==> src/rtl/serial_frame_tx.sv <==
// Serial frame transmitter: start bit, DATA_W data bits (LSB- or MSB-first), optional parity, stop bits.
// Define TX_PARITY_EN to compile in the parity bit (PARITY_ODD selects odd parity).
module serial_frame_tx #(
    parameter int DATA_W     = 8,
    parameter int BIT_CYCLES = 4,
    parameter int STOP_BITS  = 1,
    parameter int MSB_FIRST  = 0,
    parameter int PARITY_ODD = 0
) (
    input  logic              CLK,
    input  logic              RST,
    input  logic [DATA_W-1:0] data_in,
    input  logic              load,
    output logic              ready,
    output logic              tx_out,
    output logic              busy,
    output logic              done
);

    localparam int CW = (BIT_CYCLES > 1) ? $clog2(BIT_CYCLES) : 1;
    localparam int BW = $clog2(DATA_W + 1);
    localparam logic [CW-1:0] CYC_LAST  = CW'(BIT_CYCLES - 1);
    localparam logic [BW-1:0] BIT_LAST  = BW'(DATA_W - 1);
    localparam logic [BW-1:0] STOP_LAST = BW'(STOP_BITS - 1);

    typedef enum logic [2:0] {
        IDLE   = 3'd0,
        START  = 3'd1,
        DATA   = 3'd2,
        PARITY = 3'd3,
        STOP   = 3'd4
    } state_t;

    state_t            state_r;
    logic [CW-1:0]     cyc_cnt_r;
    logic [BW-1:0]     bit_cnt_r;
    logic [DATA_W-1:0] shreg_r;
    logic [DATA_W-1:0] shreg_next_s;
`ifdef TX_PARITY_EN
    logic              parity_r;

    function automatic logic frame_parity(input logic [DATA_W-1:0] v);
        return (^v) ^ PARITY_ODD[0];
    endfunction
`endif

    // The bit that currently sits at the line end of the shift register.
    function automatic logic line_bit(input logic [DATA_W-1:0] v);
        if (MSB_FIRST != 0) begin
            return v[DATA_W-1];
        end else begin
            return v[0];
        end
    endfunction

    // Shift register contents after one bit has been sent.
    always_comb begin
        shreg_next_s = shreg_r;
        if (MSB_FIRST != 0) begin
            shreg_next_s = shreg_r << 1;
        end else begin
            shreg_next_s = shreg_r >> 1;
        end
    end

    // Frame sequencer; outputs are registered and reflect the state entered at each edge.
    always_ff @(posedge CLK) begin
        if (RST) begin
            state_r   <= IDLE;
            cyc_cnt_r <= '0;
            bit_cnt_r <= '0;
            shreg_r   <= '0;
            tx_out    <= 1'b1;
            ready     <= 1'b1;
            busy      <= 1'b0;
            done      <= 1'b0;
`ifdef TX_PARITY_EN
            parity_r  <= 1'b0;
`endif
        end else begin
            done <= 1'b0;
            case (state_r)
                IDLE: begin
                    if (load && ready) begin
                        shreg_r   <= data_in;
`ifdef TX_PARITY_EN
                        parity_r  <= frame_parity(data_in);
`endif
                        cyc_cnt_r <= '0;
                        bit_cnt_r <= '0;
                        state_r   <= START;
                        tx_out    <= 1'b0;
                        ready     <= 1'b0;
                        busy      <= 1'b1;
                    end else begin
                        tx_out <= 1'b1;
                        ready  <= 1'b1;
                        busy   <= 1'b0;
                    end
                end
                START: begin
                    if (cyc_cnt_r == CYC_LAST) begin
                        cyc_cnt_r <= '0;
                        state_r   <= DATA;
                        tx_out    <= line_bit(shreg_r);
                    end else begin
                        cyc_cnt_r <= cyc_cnt_r + 1'b1;
                    end
                end
                DATA: begin
                    if (cyc_cnt_r == CYC_LAST) begin
                        cyc_cnt_r <= '0;
                        if (bit_cnt_r == BIT_LAST) begin
                            bit_cnt_r <= '0;
`ifdef TX_PARITY_EN
                            state_r   <= PARITY;
                            tx_out    <= parity_r;
`else
                            state_r   <= STOP;
                            tx_out    <= 1'b1;
`endif
                        end else begin
                            bit_cnt_r <= bit_cnt_r + 1'b1;
                            shreg_r   <= shreg_next_s;
                            tx_out    <= line_bit(shreg_next_s);
                        end
                    end else begin
                        cyc_cnt_r <= cyc_cnt_r + 1'b1;
                    end
                end
`ifdef TX_PARITY_EN
                PARITY: begin
                    if (cyc_cnt_r == CYC_LAST) begin
                        cyc_cnt_r <= '0;
                        state_r   <= STOP;
                        tx_out    <= 1'b1;
                    end else begin
                        cyc_cnt_r <= cyc_cnt_r + 1'b1;
                    end
                end
`endif
                STOP: begin
                    // bit_cnt_r is reused here to count stop bits.
                    if (cyc_cnt_r == CYC_LAST) begin
                        cyc_cnt_r <= '0;
                        if (bit_cnt_r == STOP_LAST) begin
                            bit_cnt_r <= '0;
                            state_r   <= IDLE;
                            tx_out    <= 1'b1;
                            ready     <= 1'b1;
                            busy      <= 1'b0;
                            done      <= 1'b1;
                        end else begin
                            bit_cnt_r <= bit_cnt_r + 1'b1;
                        end
                    end else begin
                        cyc_cnt_r <= cyc_cnt_r + 1'b1;
                    end
                end
                default: begin
                    state_r   <= IDLE;
                    cyc_cnt_r <= '0;
                    bit_cnt_r <= '0;
                    tx_out    <= 1'b1;
                    ready     <= 1'b1;
                    busy      <= 1'b0;
                end
            endcase
        end
    end

endmodule

==> config.mk <==
export PLATFORM = sky130hd
export DESIGN_NAME = serial_frame_tx
export DESIGN_NICKNAME = d
export VERILOG_FILES = /design/src/rtl/serial_frame_tx.sv
export SDC_FILE = /design/constraint.sdc
export NUM_CORES = 1
export LEC_CHECK = 0
export ABC_AREA = 1
export CAP_MARGIN = 10
export CELL_PAD_IN_SITES_DETAIL_PLACEMENT = 1
export CELL_PAD_IN_SITES_GLOBAL_PLACEMENT = 1
export CORE_MARGIN = 8
export CORE_UTILIZATION = 38
export DETAILED_ROUTE_END_ITERATION = 8
export HOLD_SLACK_MARGIN = 0.05
export PLACE_DENSITY = 0.76
export SETUP_SLACK_MARGIN = 0.4
export SKIP_CTS_REPAIR_TIMING = 1
export SLEW_MARGIN = 10
export SYNTH_ARGS = -nofsm -noshare
export SYNTH_HDL_FRONTEND = slang
export SYNTH_SLANG_ARGS = --single-unit
==> constraint.sdc <==
create_clock -name CLK -period 1.9 [get_ports CLK]
set_clock_uncertainty 0.2 [all_clocks]
set_input_delay 0.475 -clock CLK [delete_from_list [all_inputs] [get_ports CLK]]
set_output_delay 0.475 -clock CLK [all_outputs]
set_load 0.02 [all_outputs]
==> qor.csv, run 1 <==
stage,metric,value,unit
status,outcome,"complete, no violations",
synthesis,ys_seq_area_share,35.9,%
synthesis,yosysMostFrequentCell,nand2_1,
finish,fin_area,1630,µm²
detailed_routing,dr_total_vias,1182,
timing,layout_setup_ws,344,ps
finish,area_growth_syn_to_layout,39.7,%
timing,relSlewSlack,80.2,%
synthesis,synth_area_per_cell,6.84,µm²
timing,rsz0062_at_grt,true,
place,dpl.cell_count,217,
timing,worst_slew_pin_slew,294,ps
timing,setup_violations,0,
synthesis,synth_top_area_cell,dfxtp_1,
detailed_routing,drtPass1Iterations,4,
clocking,cts_tree,built,
detailed_routing,vias_per_cell,5.18,
timing,finalCritPeriodShare,81.9,%
min_path,hp-class,register to register,
finish,drive_gt1_share,41.5,%
floorplanning,start_util,39.0,%
power,p_leak,0.711,nW
synthesis,synth.distinct_cells,24,
place,place_congestion,0.834,
synthesis,synth_flop_cell,dfxtp_1,
timing,fmax,643,MHz
detailed_routing,drc,0,
synthesis,synth_area,1170,µm²
clocking,cts.sinks,21,
clocking,cts-buffers-inserted,3,
grt,grt.overflow.total,0,
floorplanning,rows,20,
clocking,cts_max_path_buffers,2,
floorplanning,core,3000,µm²
grt,grt_max_degree,15,
timing,drv_slew,0,
timing,hold-worst-slack,301,ps
floorplanning,chipWidth,71.5,µm
critical_path,cp_cell_sequence,"ha_4, nand2_4, nor2_4, inv_2, nand2_4, nand2_4, nand2_8, inv_8, nor2_1, nor2_1",
critical_path,crit_fanout,8,
critical_path,slowest_delay,400,ps
finish,n_antenna_cell,0,
clocking,path_clk_slew,130,ps
critical_path,worstPathArrival,1590,ps
floorplanning,num_io_pins,15,
detailed_routing,finalWirelength,3.41,mm
grt,grt_pass1_vias,1180,
synthesis,yosysWarningCount,0,
power,p_per_area,1950,nW/µm²
job,drv_cap,0,
finish,instances_no_fill,228,
grt,grtUsageTotal,12.5,%
critical_path,critPathCaptureType,register,
power,ir_worst_vdd,0.000696,V
critical_path,required,1930,ps
synthesis,synth_nets,185,
synthesis,yosysTopAreaCellShare,35.9,%
place,port-buffer-count,14,
detailed_routing,ant_nets,0,
floorplanning,fp.dieArea,5110,µm²
detailed_routing,wl_per_cell,15.0,µm
synthesis,ys_seq_elements,21,
critical_path,cp_slowest_cell,dfxtp_4,
timing,hold_violations,0,
timing,finalCriticalPeriod,1560,ps
synthesis,synthTopCellsByCount,"nand2_1 (48), nor2_1 (29), dfxtp_1 (21), o21ai_0 (12), nand3_1 (11)",
finish,nNetsFinal,210,
place,place_area,1350,µm²
critical_path,critPathMostFrequentCell,nand2_4,
clocking,htreeDepth,1,
clocking,clockRootBuffer,clkbuf_4,
detailed_routing,drtIter0Drc,38,
power,p_total,3.18,mW
grt,antenna_found_initial,0,
synthesis,synth_edf_count,0,
place,dp.final_hpwl,2.38,mm
floorplanning,fp.dieH,71.5,µm
clocking,clock_latency,320,ps
grt,grt_first_pass_wirelength,5.15,mm
critical_path,critical_path_class,register to register,
place,dp_slack,-118,ps
critical_path,worstSetupStartpointType,register,
synthesis,synth_area_leaders,"dfxtp_1 (36%), nand2_1 (15%), nor2_1 (9.3%)",
synthesis,synth_cells,171,
synthesis,ys_async_sr_fraction,0,%
layout by cell type (no fill, tap or decap), types with 4 or more instances in the layout:
| master | instances |
|---|---|
| nand3_1 | 8 |
| dfxtp_1 | 10 |
| dfxtp_2 | 6 |
| nand3_2 | 4 |
| o21ai_1 | 7 |
| nand2_4 | 8 |
| inv_1 | 5 |
| buf_4 | 9 |
| nand2_2 | 7 |
| clkdlybuf4s50_1 | 9 |
| nor2_2 | 8 |
| dfxtp_4 | 5 |
| a21oi_1 | 6 |
| nor2_4 | 6 |
| nor2_1 | 21 |
| nand2_1 | 41 |
kinds of logic (layout without fill, tap and decap cells):
| kind of cell | Yosys count | count (layout) | synth area share (%) |
|---|---|---|---|
| xor+xnor | 1 | 1 | 0.749 |
| buf+inv | 16 | 40 | 6.20 |
| compound gates | 21 | 21 | 8.98 |
| flops | 21 | 21 | 35.9 |
| fa+ha+maj | 3 | 3 | 3.21 |
| simple gates | 109 | 109 | 44.9 |
routing by layer:
layer | global-route usage [%] | part of all wire (%) | vias to the layer above | routed length (µm)
met5 | 0 | 0 | - | 0
li1 | - | - | 593 | -
met1 | 14.4 | 44 | 566 | 1490
met2 | 21.8 | 53 | 18 | 1800
met3 | 2.23 | 2.1 | 5 | 73
met4 | 6.12 | 1.3 | 0 | 45
through the flow:
step / utilization, % / setup TNS, ps
finish: 54.4 / 0
CTS: 46.0 / -313
global placement: 45.0 / -249
global route: 54.4 / 0
detailed placement: 45.0 / -590
floorplan: - / 0
final cells by class:
class | instances | area (µm²)
Clock inverter | 1 | 7.51
Fill cell | 373 | 1370
Sequential cell | 21 | 447
Clock buffer | 3 | 22.5
Tap cell | 33 | 41.3
Multi-Input combinational cell | 134 | 840
Timing Repair Buffer | 23 | 209
Inverter | 13 | 67.6
flip-flops by register name, indices dropped and copies added, names as in the netlist:
name / cells
bit_cnt_r: 4
busy: 1
tx_out: 1
cyc_cnt_r: 2
shreg_r: 8
done: 1
state_r: 3
ready: 1
worst max-delay path, delay by kind of cell, from the launching register on:
family,cells,cell delay [ps]
flip-flops,1,400
buffers and inverters,2,120
AND/OR/NAND/NOR,7,600
adder cells (fa/ha/maj),1,150
worst paths after layout:
kind,from,to,slack (ps),cells after the start
worst max register to register,bit_cnt_r[0]$_SDFFE_PP0P_,shreg_r[5]$_SDFFE_PP0P_,340,10
worst min-delay path,ready$_SDFFE_PP1P_,ready$_SDFFE_PP1P_,300,2
worst max-delay path,bit_cnt_r[0]$_SDFFE_PP0P_,shreg_r[5]$_SDFFE_PP0P_,340,10
worst min register to register,ready$_SDFFE_PP1P_,ready$_SDFFE_PP1P_,300,2
power by group:
part / switching [mW] / leakage [nW] / total (mW) / internal (mW)
Clock: 0.151 / 0.0139 / 0.231 / 0.0805
Sequential: 0.220 / 0.178 / 0.872 / 0.652
Combinational: 1.30 / 0.520 / 2.08 / 0.782
Note: power is estimated with default switching activity, not from simulation.
==> run 2: changes to the inputs <==
--- a/config.mk
+++ b/config.mk
@@ -10,10 +10,10 @@
 export CELL_PAD_IN_SITES_DETAIL_PLACEMENT = 1
 export CELL_PAD_IN_SITES_GLOBAL_PLACEMENT = 1
 export CORE_MARGIN = 8
-export CORE_UTILIZATION = 38
+export CORE_UTILIZATION = 34
 export DETAILED_ROUTE_END_ITERATION = 8
 export HOLD_SLACK_MARGIN = 0.05
-export PLACE_DENSITY = 0.76
+export PLACE_DENSITY = 0.72
 export SETUP_SLACK_MARGIN = 0.4
 export SKIP_CTS_REPAIR_TIMING = 1
 export SLEW_MARGIN = 10
==> constraint.sdc (replaced) <==
create_clock -name CLK -period 1.25 [get_ports CLK]
set_clock_uncertainty 0.2 [all_clocks]
set_input_delay 0.3125 -clock CLK [delete_from_list [all_inputs] [get_ports CLK]]
set_output_delay 0.3125 -clock CLK [all_outputs]
set_load 0.02 [all_outputs]
==> qor.csv, run 2 (synthesis results as in run 1) <==
stage,metric,value,unit
timing,drv_slew,0,
place,dp.final_hpwl,2.74,mm
timing,layout_setup_ws,-290,ps
timing,worst_slew_pin_slew,266,ps
finish,drive_gt1_share,47.9,%
critical_path,worstPathArrival,1560,ps
finish,nNetsFinal,232,
place,place_area,1680,µm²
grt,antenna_found_initial,0,
clocking,clock_latency,320,ps
floorplanning,start_util,35.3,%
finish,final_common_cell,nand2_1,
floorplanning,chipWidth,74.7,µm
clocking,path_clk_slew,120,ps
job,drv_cap,0,
power,p_leak,0.838,nW
detailed_routing,wl_per_cell,14.0,µm
clocking,cts-buffers-inserted,3,
power,clkPwrFrac,6.5,%
place,port-buffer-count,14,
grt,grt_first_pass_wirelength,6.17,mm
finish,largest_reg_flops,8,
place,dp_slack,-582,ps
timing,rsz0062_at_grt,true,
power,switchingPower,2.63,mW
floorplanning,core,3310,µm²
detailed_routing,ant_nets,0,
power,p_per_area,2880,nW/µm²
detailed_routing,drtPass1Iterations,5,
status,violations,negative setup slack,
grt,grtUsageTotal,14.3,%
timing,finalCriticalPeriod,1540,ps
finish,seqCellArea,457,µm²
floorplanning,rows,21,
clocking,cts.sinks,21,
power,netSwitchingFraction,48.8,%
detailed_routing,drc,0,
detailed_routing,dr_total_vias,1253,
min_path,hp-class,register to register,
critical_path,crit_fanout,8,
timing,finalCritPeriodShare,123,%
grt,grt.overflow.total,0,
clocking,clockRootBuffer,clkbuf_4,
finish,area_growth_syn_to_layout,59.8,%
grt,grt_pass1_vias,1368,
critical_path,critical_path_class,register to register,
critical_path,worstSetupStartpointType,register,
critical_path,critPathCaptureType,register,
power,p_seq_share,23.7,%
power,internal-power,2.75,mW
clocking,cts_tree,built,
floorplanning,fp.dieArea,5570,µm²
critical_path,required,1270,ps
grt,grt_max_degree,15,
clocking,cts_max_path_buffers,2,
floorplanning,num_io_pins,15,
floorplanning,fp.dieH,74.7,µm
detailed_routing,drtIter0Drc,42,
place,place_congestion,0.901,
power,ir_worst_vdd,0.00116,V
finish,multi_input_area,857,µm²
finish,n_antenna_cell,0,
status,outcome,finished with violations,
timing,setup_violations,25,
finish,layout_common_cells,"nand2_1 (40), buf_4 (26), nor2_1 (21)",
timing,hold_violations,0,
finish,fillCellCount,420,
timing,fmax,649,MHz
finish,reg.largest.list,"shreg_r: 8 flops, bit_cnt_r: 4 flops, state_r: 3 flops",
finish,fin_area,1870,µm²
clocking,htreeDepth,1,
detailed_routing,finalWirelength,3.69,mm
power,power.share.combinational,69.7,%
detailed_routing,vias_per_cell,4.76,
finish,regMostFlops,shreg_r,
timing,relSlewSlack,82.1,%
## run 2: final cells by class
type | count | area share [%]
clock buffer | 4 | 1.41
inverter | 13 | 3.55
multi-input combinational | 134 | 45.9
tap | 46 | 3.08
sequential | 21 | 24.4
timing repair buffer | 45 | 21.7
## run 2: through the flow
step	utilization (%)	hold slack, ps	power (mW)	std cells	setup TNS, ps
finish	56.5	301	5.38	263	-4510
global route	56.5	320	5.85	263	-6170
CTS	51.6	305	4.75	260	-7100
detailed placement	50.8	281	4.38	256	-9900
global placement	50.8	264	4.23	256	-9260
floorplan	-	251	3.24	171	-1580
## run 2: worst paths after layout
| check | startpoint | end | slack [ps] | cells past startpoint |
|---|---|---|---|---|
| worst min register to register | cyc_cnt_r[1]$_SDFFE_PP0N_ | cyc_cnt_r[1]$_SDFFE_PP0N_ | 300 | 2 |
| worst max register to register | state_r[0]$_SDFFE_PP0P_ | shreg_r[5]$_SDFFE_PP0P_ | -290 | 8 |
| worst min-delay path | cyc_cnt_r[1]$_SDFFE_PP0N_ | cyc_cnt_r[1]$_SDFFE_PP0N_ | 300 | 2 |
| worst max-delay path | state_r[0]$_SDFFE_PP0P_ | shreg_r[5]$_SDFFE_PP0P_ | -290 | 8 |
## run 2: per-layer routing
layer	vias up	GRT usage (%)	routed length, µm
met3	5	2.26	92
met4	0	8.26	61
li1	644	-	-
met5	-	0	0
met1	587	15.9	1610
met2	17	25.0	1930
## run 2: power by group through the flow
stage	registers [mW]	logic, mW	clock network, mW
global placement	1.24	2.98	0
detailed placement	1.27	3.11	0
global route	1.31	4.14	0.400
finish	1.28	3.75	0.351
CTS	1.25	3.13	0.370
floorplan	1.30	1.95	0
## run 2: critical path: stages, from the launching register on
cell and delay (ps):
dfxtp_4 390, nor2_4 230, nand3_4 140, nand2_4 120
inv_4 60, nand2_8 100, inv_8 50, nor2_2 80
nor2_1 60
==> run 3: changes to the inputs <==
--- a/config.mk
+++ b/config.mk
@@ -6,7 +6,7 @@
 export NUM_CORES = 1
 export LEC_CHECK = 0
 export ABC_AREA = 1
-export CAP_MARGIN = 10
+export CAP_MARGIN = 20
 export CELL_PAD_IN_SITES_DETAIL_PLACEMENT = 1
 export CELL_PAD_IN_SITES_GLOBAL_PLACEMENT = 1
 export CORE_MARGIN = 8
@@ -14,7 +14,7 @@
 export DETAILED_ROUTE_END_ITERATION = 8
 export HOLD_SLACK_MARGIN = 0.05
 export PLACE_DENSITY = 0.72
-export SETUP_SLACK_MARGIN = 0.4
+export SETUP_SLACK_MARGIN = 0.5
 export SKIP_CTS_REPAIR_TIMING = 1
 export SLEW_MARGIN = 10
 export SYNTH_ARGS = -nofsm -noshare
==> results of run 3 <==
Same layout as run 2: the final DEF is identical, and so are final timing and power.
